==> src/rtl/regbank_pkg.sv <==
// Shared widths, writer identifiers and write-payload type for the register-bank controller.
package regbank_pkg;
  localparam int unsigned WIDTH = 15;
  localparam int unsigned NREG  = 8;
  localparam int unsigned AW    = 3;

  typedef enum logic {
    WR_A = 1'b0,
    WR_B = 1'b1
  } writer_e;

  typedef struct packed {
    logic [AW-1:0]    addr;
    logic [WIDTH-1:0] data;
  } wr_req_t;
endpackage

==> src/rtl/regbank_if.sv <==
// Two-writer req/gnt write handshake into the register bank.
interface regbank_if
  import regbank_pkg::*;
();
  logic             req_a;
  logic [AW-1:0]    addr_a;
  logic [WIDTH-1:0] data_a;
  logic             gnt_a;
  logic             req_b;
  logic [AW-1:0]    addr_b;
  logic [WIDTH-1:0] data_b;
  logic             gnt_b;

  modport master (
    output req_a, addr_a, data_a, req_b, addr_b, data_b,
    input  gnt_a, gnt_b
  );

  modport slave (
    input  req_a, addr_a, data_a, req_b, addr_b, data_b,
    output gnt_a, gnt_b
  );
endinterface

==> src/rtl/onehot_dec.sv <==
// Address to one-hot select decoder with enable.
module onehot_dec
  import regbank_pkg::*;
#(
  parameter int unsigned DAW = AW,
  parameter int unsigned DN  = NREG
) (
  input  logic           en,
  input  logic [DAW-1:0] addr,
  output logic [DN-1:0]  dec
);
  always_comb begin
    dec = '0;
    if (en) dec[addr] = 1'b1;
  end
endmodule

==> src/rtl/regbank_ctrl.sv <==
// Round-robin write arbiter, one-cycle write stage, read decode and
// read-after-write forwarding for the 8 x 15 register bank.
module regbank_ctrl
  import regbank_pkg::*;
#(
  parameter bit ZERO_REG = 1'b1
) (
  input  logic             clk,
  input  logic             rst_n,
  regbank_if.slave         wr,
  input  logic             rd_en1,
  input  logic [AW-1:0]    rd_addr1,
  input  logic             rd_en2,
  input  logic [AW-1:0]    rd_addr2,
  output logic [NREG-1:0]  ws,
  output logic [WIDTH-1:0] wd,
  output logic [NREG-1:0]  rs1,
  output logic [NREG-1:0]  rs2,
  output logic             fwd1,
  output logic             fwd2,
  output logic [WIDTH-1:0] fwd_data
);
  writer_e last_q, last_d;
  logic    pend_v_q, pend_v_d;
  wr_req_t pend_q, pend_d;
  logic    zero_hit;
  logic    ws_en;

  // Grants depend only on requests and last winner; held low in reset.
  assign wr.gnt_a = rst_n & wr.req_a & (~wr.req_b | (last_q == WR_B));
  assign wr.gnt_b = rst_n & wr.req_b & (~wr.req_a | (last_q == WR_A));

  always_comb begin
    last_d   = last_q;
    pend_v_d = 1'b0;
    pend_d   = pend_q;
    if (wr.gnt_a) begin
      last_d   = WR_A;
      pend_v_d = 1'b1;
      pend_d   = '{addr: wr.addr_a, data: wr.data_a};
    end else if (wr.gnt_b) begin
      last_d   = WR_B;
      pend_v_d = 1'b1;
      pend_d   = '{addr: wr.addr_b, data: wr.data_b};
    end
  end

  always_ff @(posedge clk or negedge rst_n) begin
    if (!rst_n) begin
      last_q   <= WR_B;
      pend_v_q <= 1'b0;
      pend_q   <= '0;
    end else begin
      last_q   <= last_d;
      pend_v_q <= pend_v_d;
      pend_q   <= pend_d;
    end
  end

  // Writes to the hardwired zero cell complete but never strobe or forward.
  assign zero_hit = ZERO_REG && (pend_q.addr == '0);
  assign ws_en    = pend_v_q & ~zero_hit;

  onehot_dec u_ws_dec  (.en(ws_en),  .addr(pend_q.addr), .dec(ws));
  onehot_dec u_rs1_dec (.en(rd_en1), .addr(rd_addr1),    .dec(rs1));
  onehot_dec u_rs2_dec (.en(rd_en2), .addr(rd_addr2),    .dec(rs2));

  assign wd       = pend_q.data;
  assign fwd_data = pend_q.data;
  assign fwd1     = rd_en1 & ws_en & (rd_addr1 == pend_q.addr);
  assign fwd2     = rd_en2 & ws_en & (rd_addr2 == pend_q.addr);
endmodule

==> src/flat_wrapper.sv <==
// flat-port wrapper written by rule: the top's interface ports become plain ports
module regbank_ctrl_flat import regbank_pkg::*;
#(
  parameter bit ZERO_REG = 1'b1
)
  (clk, rst_n, rd_en1, rd_addr1, rd_en2, rd_addr2, ws, wd, rs1, rs2, fwd1, fwd2, fwd_data, wr_req_a, wr_addr_a, wr_data_a, wr_req_b, wr_addr_b, wr_data_b, wr_gnt_a, wr_gnt_b);
  regbank_if wr_i ();
  input  logic clk;
  input  logic rst_n;
  input  logic rd_en1;
  input  logic [AW-1:0] rd_addr1;
  input  logic rd_en2;
  input  logic [AW-1:0] rd_addr2;
  output logic [NREG-1:0] ws;
  output logic [WIDTH-1:0] wd;
  output logic [NREG-1:0] rs1;
  output logic [NREG-1:0] rs2;
  output logic fwd1;
  output logic fwd2;
  output logic [WIDTH-1:0] fwd_data;
  input wire logic [$bits(wr_i.req_a)-1:0] wr_req_a;
  input wire logic [$bits(wr_i.addr_a)-1:0] wr_addr_a;
  input wire logic [$bits(wr_i.data_a)-1:0] wr_data_a;
  input wire logic [$bits(wr_i.req_b)-1:0] wr_req_b;
  input wire logic [$bits(wr_i.addr_b)-1:0] wr_addr_b;
  input wire logic [$bits(wr_i.data_b)-1:0] wr_data_b;
  output wire logic [$bits(wr_i.gnt_a)-1:0] wr_gnt_a;
  output wire logic [$bits(wr_i.gnt_b)-1:0] wr_gnt_b;
  assign wr_i.req_a = wr_req_a;
  assign wr_i.addr_a = wr_addr_a;
  assign wr_i.data_a = wr_data_a;
  assign wr_i.req_b = wr_req_b;
  assign wr_i.addr_b = wr_addr_b;
  assign wr_i.data_b = wr_data_b;
  assign wr_gnt_a = wr_i.gnt_a;
  assign wr_gnt_b = wr_i.gnt_b;
  regbank_ctrl #(.ZERO_REG(ZERO_REG)) u_core (.clk(clk), .rst_n(rst_n), .wr(wr_i), .rd_en1(rd_en1), .rd_addr1(rd_addr1), .rd_en2(rd_en2), .rd_addr2(rd_addr2), .ws(ws), .wd(wd), .rs1(rs1), .rs2(rs2), .fwd1(fwd1), .fwd2(fwd2), .fwd_data(fwd_data));
endmodule
==> config.mk <==
export PLATFORM = sky130hd
export DESIGN_NAME = regbank_ctrl_flat
export DESIGN_NICKNAME = d
export VERILOG_FILES = /design/src/rtl/regbank_pkg.sv /design/src/rtl/regbank_if.sv /design/src/rtl/onehot_dec.sv /design/src/rtl/regbank_ctrl.sv /design/src/flat_wrapper.sv
export SDC_FILE = /design/constraint.sdc
export NUM_CORES = 1
export LEC_CHECK = 0
export CORE_ASPECT_RATIO = 1.5
export CORE_MARGIN = 4
export CORE_UTILIZATION = 25
export DETAILED_ROUTE_END_ITERATION = 10
export GPL_ROUTABILITY_DRIVEN = 0
export PLACE_DENSITY = 0.63
export SLEW_MARGIN = 5
export SYNTH_ARGS = -nofsm -noshare
export SYNTH_HDL_FRONTEND = slang
export SYNTH_SLANG_ARGS = --single-unit
==> constraint.sdc <==
create_clock -name clk -period 2.22 [get_ports clk]
set_clock_uncertainty 0.1 [all_clocks]
set_input_delay 0.666 -clock clk [delete_from_list [all_inputs] [get_ports clk]]
set_output_delay 0.666 -clock clk [all_outputs]
set_load 0.005 [all_outputs]
# ---- Word-level counts from Yosys, hierarchy flattened
# Cells that the tools add are included.
dict set report totals {
  register_bits 20
  latch_bits 0
  ram_bits 0
  romBits 0
  in_bits 48
  out_inout_bits 58
  elab_cells 47
  n_memories 0
}
dict set report op_classes {
  add_sub_neg 0
  n_mul 0
  div 0
  magnitude_cmp 6
  n_eq_ne 2
  shifts 0
  n_mux 15
  bitwise 15
  reduce_logical 5
}
# op count
set op_table {}
lappend op_table {{$mux 18} 2}
lappend op_table {{$mux 8} 3}
lappend op_table {{$lt 3x4->1 const B} 3}
lappend op_table {{$and 1x1->1} 9}
lappend op_table {{$demux 1 s3} 3}
lappend op_table {{$ge 3x1->1 const B} 3}
lappend op_table {{$mux 1} 7}
lappend op_table {{$eq 3x3->1} 2}
lappend op_table {{$not 1->1} 4}
lappend op_table {{$logic_and 1x1->1} 3}
lappend op_table {{$logic_not 3->1} 1}
lappend op_table {{$or 1x1->1} 2}
lappend op_table {{$reduce_bool 2->1} 1}

# ---- Logic depth before layout (Yosys ltp)
# Gate-level depths: netlist (run 1).
dict set report depth {
  ltp_word 5
  mapped_depth 5
  depth_no_buf 3
}

# ---- By module
# Synthesis (run 1) repeated with hierarchy kept, for this count alone.
dict set report unflattened {
  hier_cells 171
  area_unflattened_um2 1584.0
}
# mod n_inst cells_each area_each_um2 seq_area_each_um2
set modules_own_cells {}
lappend modules_own_cells {regbank_ctrl 1 147 1298.7 501.7}
lappend modules_own_cells {onehot_dec 3 8 95.1 0.0}

# ---- Worst setup path after synthesis (run 1)
# OpenSTA, ideal clock, no wires.
dict set report synth_path {
  kind {input to output}
  startpoint {input port wr_req_b}
  endpoint {output port wr_gnt_a}
  arrival_ps 1148
  required_time_ps 1454
  setup_slack_ps 306
  path_stages 4
  path_buffers 2
  path_cell_list {nor2b_2 > buf_6 > buf_6 > nor2_1}
}
dict set report synth_between {
  elab_chain_len 3
}
# item line_no
set synth_rtl {}
lappend synth_rtl {{start, declared} flat_wrapper.sv:24} ;# input wire logic [$bits(wr_i.req_b)-1:0] wr_req_b;
lappend synth_rtl {{$not 1->1} regbank_ctrl.sv:30} ;# assign wr.gnt_a = rst_n & wr.req_a & (~wr.req_b | (last_q == WR_B));
lappend synth_rtl {{$or 1x1->1} regbank_ctrl.sv:30}
lappend synth_rtl {{$and 1x1->1} regbank_ctrl.sv:30}
lappend synth_rtl {{end, declared} flat_wrapper.sv:27} ;# output wire logic [$bits(wr_i.gnt_a)-1:0] wr_gnt_a;
# Every way passes these cells.

# ---- Worst setup path after layout (run 1)
dict set report layout_path {
  startpoint {input port rd_addr2[0]}
  endpoint {output port fwd2}
}
dict set report layout_between {
  elab_chain_len 2
}
# item line_no
set layout_rtl {}
lappend layout_rtl {{start, declared} flat_wrapper.sv:13} ;# input logic [AW-1:0] rd_addr2;
lappend layout_rtl {{$eq 3x3->1} regbank_ctrl.sv:71} ;# assign fwd2 = rd_en2 & ws_en & (rd_addr2 == pend_q.addr);
lappend layout_rtl {{$and 1x1->1} regbank_ctrl.sv:71}
lappend layout_rtl {{end, declared} flat_wrapper.sv:19} ;# output logic fwd2;
# Every way passes these cells.

==> results of run 1 <==
what timing repair did:
action,in CTS,in global routing
gates resized for setup,90,31
pin swaps,5,7
buffers inserted,8,0
endpoints found under the setup margin,27,16
layer usage:
| metal | track usage, % | vias up | routed length (µm) |
|---|---|---|---|
| met5 | 0 | - | 0 |
| met4 | 3.63 | 0 | 57 |
| met3 | 2.51 | 5 | 381 |
| met2 | 24.3 | 64 | 2730 |
| met1 | 14.0 | 724 | 1790 |
| li1 | - | 766 | - |
flip-flops by register name, summed over array words and instances, names as in the netlist:
signal,flops
u_core.pend_q,3
u_core.fwd_data,15
u_core.last_q,1
u_core.pend_v_q,1
metrics by stage:
| step | cell area [µm²] | hold slack (ns) | power, µW | setup TNS [ns] |
|---|---|---|---|---|
| global route | 2570 | 0.296 | 1400 | -0.0868 |
| detailed placement | 2480 | 0.408 | 1050 | -11.57 |
| global placement | 2480 | 0.396 | 1040 | -11.44 |
| CTS | 2600 | 0.416 | 1340 | -0.0424 |
| floorplan | 1550 | 0.270 | 807 | 0 |
| finish | 2570 | 0.284 | 1320 | 0 |
logic make-up after synthesis:
logic type / synth area share, %
XOR/XNOR: 3.39
other: 0.242
AND/OR/NAND/NOR: 25.7
flip-flops: 32.4
AO/OA/AOI/OAI: 17.3
buffers and inverters: 21.1
cell usage in the layout, fill, tap and decap left out, types with 2 or more instances in the layout:
cell,count
clkdlybuf4s50_1,66
nor2_1,37
buf_4,17
nor3_1,16
dfrtp_1,16
buf_2,10
o32ai_2,9
clkbuf_2,9
dlygate4sd2_1,9
nand2_1,7
o21ai_0,7
nand3_1,6
a31oi_1,6
nand2b_1,5
nand2b_4,5
clkdlybuf4s15_2,5
clkdlybuf4s15_1,5
xnor2_1,4
nor2_2,3
o32ai_1,3
clkbuf_8,3
dfrtp_2,3
nand2_2,2
nand4_1,2
xnor2_2,2
buf_12,2
buf_6,2
how the worst max path moves through the flow:
stage | startpoint | endpoint | slack (ns) | depth (start not counted)
floorplan | wr_req_b | wr_gnt_a | 0.31 | 4
global placement | rd_addr2[1] | fwd2 | -0.61 | 5
detailed placement | rd_addr2[1] | fwd2 | -0.63 | 5
CTS | rd_addr2[0] | fwd2 | -0.04 | 5
global route | rd_addr2[0] | fwd2 | -0.04 | 5
finish | rd_addr2[0] | fwd2 | 0.03 | 5
cell usage after synthesis (all sizes together):
| cell type | count | area, µm² |
|---|---|---|
| nand2 | 9 | 33.8 |
| o32ai | 12 | 173 |
| nor3 | 17 | 85.1 |
| a31oi | 6 | 37.5 |
| conb | 1 | 3.75 |
| dfrtp | 19 | 475 |
| xnor2 | 6 | 52.6 |
| o21a | 1 | 15.0 |
| nand4 | 2 | 12.5 |
| nand3 | 6 | 30.0 |
| nor2 | 40 | 150 |
| clkbuf | 1 | 5.00 |
| and2 | 2 | 15.0 |
| o31ai | 1 | 7.51 |
| buf | 42 | 322 |
| nand2b | 10 | 62.6 |
| o21ai | 7 | 35.0 |
| dfstp | 1 | 26.3 |
| nor2b | 1 | 8.76 |
layout make-up:
cell class,instances,area [µm²]
clock buffer,4,45.0
tap,72,90.1
sequential,20,505
timing repair buffer,125,1130
fill,627,3340
multi-input combinational,121,797
report_power, final:
part           internal, µW  leakage (µW)  switching, µW  total, µW
combinational           370      0.000834            223        593
clock                   128     0.0000228            118        245
sequential              424      0.000219           57.5        482
total                   922       0.00108            398       1320
worst max-delay path, delay by kind of cell:
kind	cells	cell delay (ns)
simple gates	2	0.22
xor+xnor	1	0.15
buf+inv	2	0.39
==> out/qor.csv, run 1 <==
stage;metric;value;unit
route;vias;1559;
pwr;leakagePower;0.00108;µW
setup_path;end_kind;primary output;
clocking;cts_root_buf;clkbuf_8;
clocking;clock_sinks;20;
route;route.detailed.drc;0;
sta;period_share;98.8;%
setup_path;rr_endpoint;u_core.pend_q[17]$_DFFE_PN0P_;
layout;area_growth;65.7;%
route;wl;4.96;mm
synthesis;ys_seq_area_share;32.4;%
sta;timing.final.crit_period;2.19;ns
run;maxCapViolCount;0;
route;dr.pass1.iters;4;
layout;final_layout_size_suffix_gt1_share;28.9;%
setup_path;start_kind;input pin;
route;avgViaCountPerCell;4.56;
die;die_w;72.3;µm
clocking;cts_buffer_depth;2;
layout;final_cells;342;
pwr;vdd_drop_max;401;µV
synthesis;synth.distinct_cells;23;
setup_path;worstPathRequired;1.45;ns
clocking;cts_hold_buf;0;
pwr;pwr_density_cell;514;nW/µm²
die;start_util;26.2;%
global_route;grt_use_total;12.9;%
sta;setup_slack;0.0257;ns
route;drt_iter0_drc;22;
setup_path;worstSetupPathType;input pin to primary output;
setup_path;r2r_cells;4;
synthesis;netlist_area;1550;µm²
die;io-pin-count;106;
sta;setup_violations;0;
clocking;cts_tree;built;
setup_path;slowest_delay;0.27;ns
route;ant_nets;0;
global_route;grt_antenna_before_repair;0;
setup_path;cp_slowest_cell;dlygate4sd2_1;
setup_path;cp_max_fo;3;
die;core_area;5910;µm²
clocking;cts_buffers;3;
setup_path;arrival;1.43;ns
sta;rsz0062_at_grt;yes;
setup_path;timing.rr.start;u_core.last_q$_DFFE_PN1P_;
synthesis;ys_ff_latch;20;
route;routedWlPerCell;14.5;µm
placement;numPortBuffers;104;
layout;diodes;0;
clocking;clkTransAtPathRegs;0.07;ns
clocking;htreeDepth;1;
outcome;status;finished clean;
die;fp.dieH;104;µm
global_route;grt_max_degree;20;
synthesis;yosys_warnings;0;
global_route;grt_pass1_wl;7.90;mm
die;floorplan.rows;34;
synthesis;syn-mean-instance-area;8.43;µm²
setup_path;crit_path_cell_trace;dlygate4sd2_1 > xnor2_1 > nand4_1 > nor2_1 > buf_2;
layout;final_util;43.4;%
setup_path;r2r_setup_slack;0.88;ns
global_route;overflow;0;
synthesis;synthCells;184;
placement;place_inst;330;
sta;fmax;456;MHz
global_route;grt_pass1_vias;1643;
die;die_area;7550;µm²
synthesis;syn-num-nets;232;
placement;dp_slack;-0.633;ns
min_path;hold_path_class;input pin to asynchronous set/reset pin;
clocking;clk_latency;0.25;ns
sta;maxSlewViolCount;0;
layout;nNetsFinal;319;
sta;finalHoldViolCount;0;
placement;dp_hpwl;3.79;mm
Note: power is estimated with default switching activity, not from simulation.
==> inputs of run 2 (changes only) <==
--- a/config.mk
+++ b/config.mk
@@ -8,6 +8,7 @@
 export CORE_ASPECT_RATIO = 1.5
 export CORE_MARGIN = 4
 export CORE_UTILIZATION = 25
+export CTS_CLUSTER_SIZE = 14
 export DETAILED_ROUTE_END_ITERATION = 10
 export GPL_ROUTABILITY_DRIVEN = 0
 export PLACE_DENSITY = 0.63
==> results of run 2 <==
No change in the layout: final DEF, timing and power equal those of run 1.
==> inputs of run 3 (changes only) <==
==> constraint.sdc (replaced) <==
create_clock -name clk -period 2.8 [get_ports clk]
set_clock_uncertainty 0.1 [all_clocks]
set_input_delay 0.42 -clock clk [delete_from_list [all_inputs] [get_ports clk]]
set_output_delay 0.42 -clock clk [all_outputs]
set_load 0.005 [all_outputs]
==> run 3 against run 2 <==
- non-clock buffer count decreased by 17
- via count is 4.7% lower
- final cell count is 5.0% lower
- sequential power fell by 20%
- clock power fell by 21%
- total power is 25% lower
- combinational power shrank 30%
- critical endpoint unchanged
- design area down 5.4%
- sequential share of layout area rose by 0.97 points
- largest cell class unchanged
==> out/qor.csv, run 3 (same netlist as run 1, synthesis figures left out) <==
stage;metric;value;unit
pwr;finalPower;994;µW
clocking;cts_resized;0;
clocking;htreeDepth;1;
sta;holdWs;0.327;ns
route;vias;1486;
sta;setup_slack;0.434;ns
setup_path;cp_max_fo;6;
layout;area_growth;56.7;%
route;routedWlPerCell;14.4;µm
route;ant_nets;0;
sta;timing.final.crit_period;2.37;ns
pwr;pwr_density_cell;409;nW/µm²
run;maxCapViolCount;0;
die;die_w;72.3;µm
outcome;status;finished clean;
setup_path;cp_common_cell;clkdlybuf4s50_1;
sta;maxSlewViolCount;0;
global_route;grt_antenna_before_repair;0;
setup_path;slowest_delay;0.59;ns
die;fp.dieH;104;µm
layout;final_layout_size_suffix_gt1_share;7.91;%
pwr;leakagePower;0.000873;µW
setup_path;cp_slowest_cell;clkdlybuf4s50_1;
global_route;grt_pass1_vias;1581;
sta;fmax;423;MHz
sta;fin_setup_tns;0;ns
sta;rsz0062_at_grt;no;
clocking;cts_buffer_depth;2;
clocking;clock_sinks;20;
setup_path;start_kind;input pin;
route;dr.pass1.iters;4;
route;route.detailed.drc;0;
layout;nNetsFinal;302;
setup_path;end_kind;primary output;
global_route;overflow;0;
setup_path;arrival;1.85;ns
clocking;cts_root_buf;clkbuf_8;
die;start_util;26.2;%
global_route;grt_max_degree;26;
clocking;clkTransAtPathRegs;0.07;ns
placement;dp_slack;0.397;ns
min_path;hold_path_class;input pin to asynchronous set/reset pin;
global_route;grt_pass1_wl;7.55;mm
sta;finalHoldViolCount;0;
clocking;cts_hold_buf;0;
setup_path;crit_path_cell_trace;clkdlybuf4s50_1 > xnor2_1 > nand4_1 > nor2_1 > clkdlybuf4s50_1;
layout;diodes;0;
sta;setup_violations;0;
global_route;grt_use_total;12.5;%
route;drt_iter0_drc;44;
clocking;cts_tree;built;
die;io-pin-count;106;
die;floorplan.rows;34;
clocking;cts_buffers;3;
pwr;vdd_drop_max;229;µV
sta;period_share;84.5;%
route;avgViaCountPerCell;4.57;
clocking;clk_latency;0.25;ns
layout;largest_register_ffs;15;
clocking;post_cts_buffers;0;
die;core_area;5910;µm²
die;die_area;7550;µm²
setup_path;worstPathRequired;2.28;ns
setup_path;worstSetupPathType;input pin to primary output;
layout;nFillCells;625;
layout;final_cell_mix;104 x clkdlybuf4s50_1, 40 x nor2_1, 19 x dfrtp_1;
route;wl;4.69;mm
layout;layout.cells.most_common;clkdlybuf4s50_1;
placement;dp_hpwl;3.71;mm
placement;numPortBuffers;104;
[run 3: cell types whose count changed in the layout (fill, tap and decap cells not counted), sizes merged]
cell / before / now
buf: 31 / 4
clkbuf: 13 / 4
clkdlybuf4s15: 10 / 0
clkdlybuf4s50: 66 / 104
dlygate4sd2: 9 / 0
[run 3: path summary, 6_finish.rpt]
| check | endpoint | startpoint | slack [ns] | depth (start not counted) |
|---|---|---|---|---|
| setup / recovery | fwd2 | rd_addr2[2] | 0.43 | 5 |
| hold / removal | u_core.fwd_data[13]$_DFFE_PN0P_ | rst_n | 0.33 | 1 |
| setup reg to reg | u_core.fwd_data[5]$_DFFE_PN0P_ | u_core.last_q$_DFFE_PN1P_ | 1.47 | 4 |
| hold reg to reg | u_core.last_q$_DFFE_PN1P_ | u_core.last_q$_DFFE_PN1P_ | 0.43 | 2 |
| max in group asynchronous | u_core.fwd_data[0]$_DFFE_PN0P_ | rst_n | 1.72 | 2 |
| min in group clk | u_core.last_q$_DFFE_PN1P_ | u_core.last_q$_DFFE_PN1P_ | 0.43 | 2 |
[run 3: layout make-up]
type,instances,area [µm²],area share [%]
clock buffers,4,45.0,1.85
multi-input cells,121,722,29.7
flip-flops and latches,20,502,20.6
well taps,72,90.1,3.71
repair buffers,108,1070,44.1
[run 3: power by group]
part,internal [µW],leakage [µW],switching (µW)
clock,101,0.0000228,92.5
combinational,261,0.000629,152
sequential,335,0.000221,52.8
[run 3: metrics by stage]
| step | area (µm²) | instances | utilization, % |
|---|---|---|---|
| after floorplan | 1550 | 184 | - |
| after global placement | 2380 | 321 | 40.3 |
| after detailed placement | 2380 | 321 | 40.3 |
| after CTS | 2430 | 325 | 41.1 |
| after global routing | 2430 | 325 | 41.1 |
| final | 2430 | 325 | 41.1 |
[run 3: per-layer routing]
layer / up-vias / share of wire [%] / GRT usage [%]
li1: 735 / - / -
met1: 688 / 38 / 14.0
met2: 61 / 55 / 23.5
met3: 2 / 6.8 / 2.13
met4: 0 / 0.72 / 3.23
met5: - / 0 / 0
[run 3: worst max-delay path, delay by kind of cell]
kind / cells / cell delay, ns
and+or+nand+nor: 2 / 0.19
buffers and inverters: 2 / 1.09
xor gates and xnor gates: 1 / 0.15
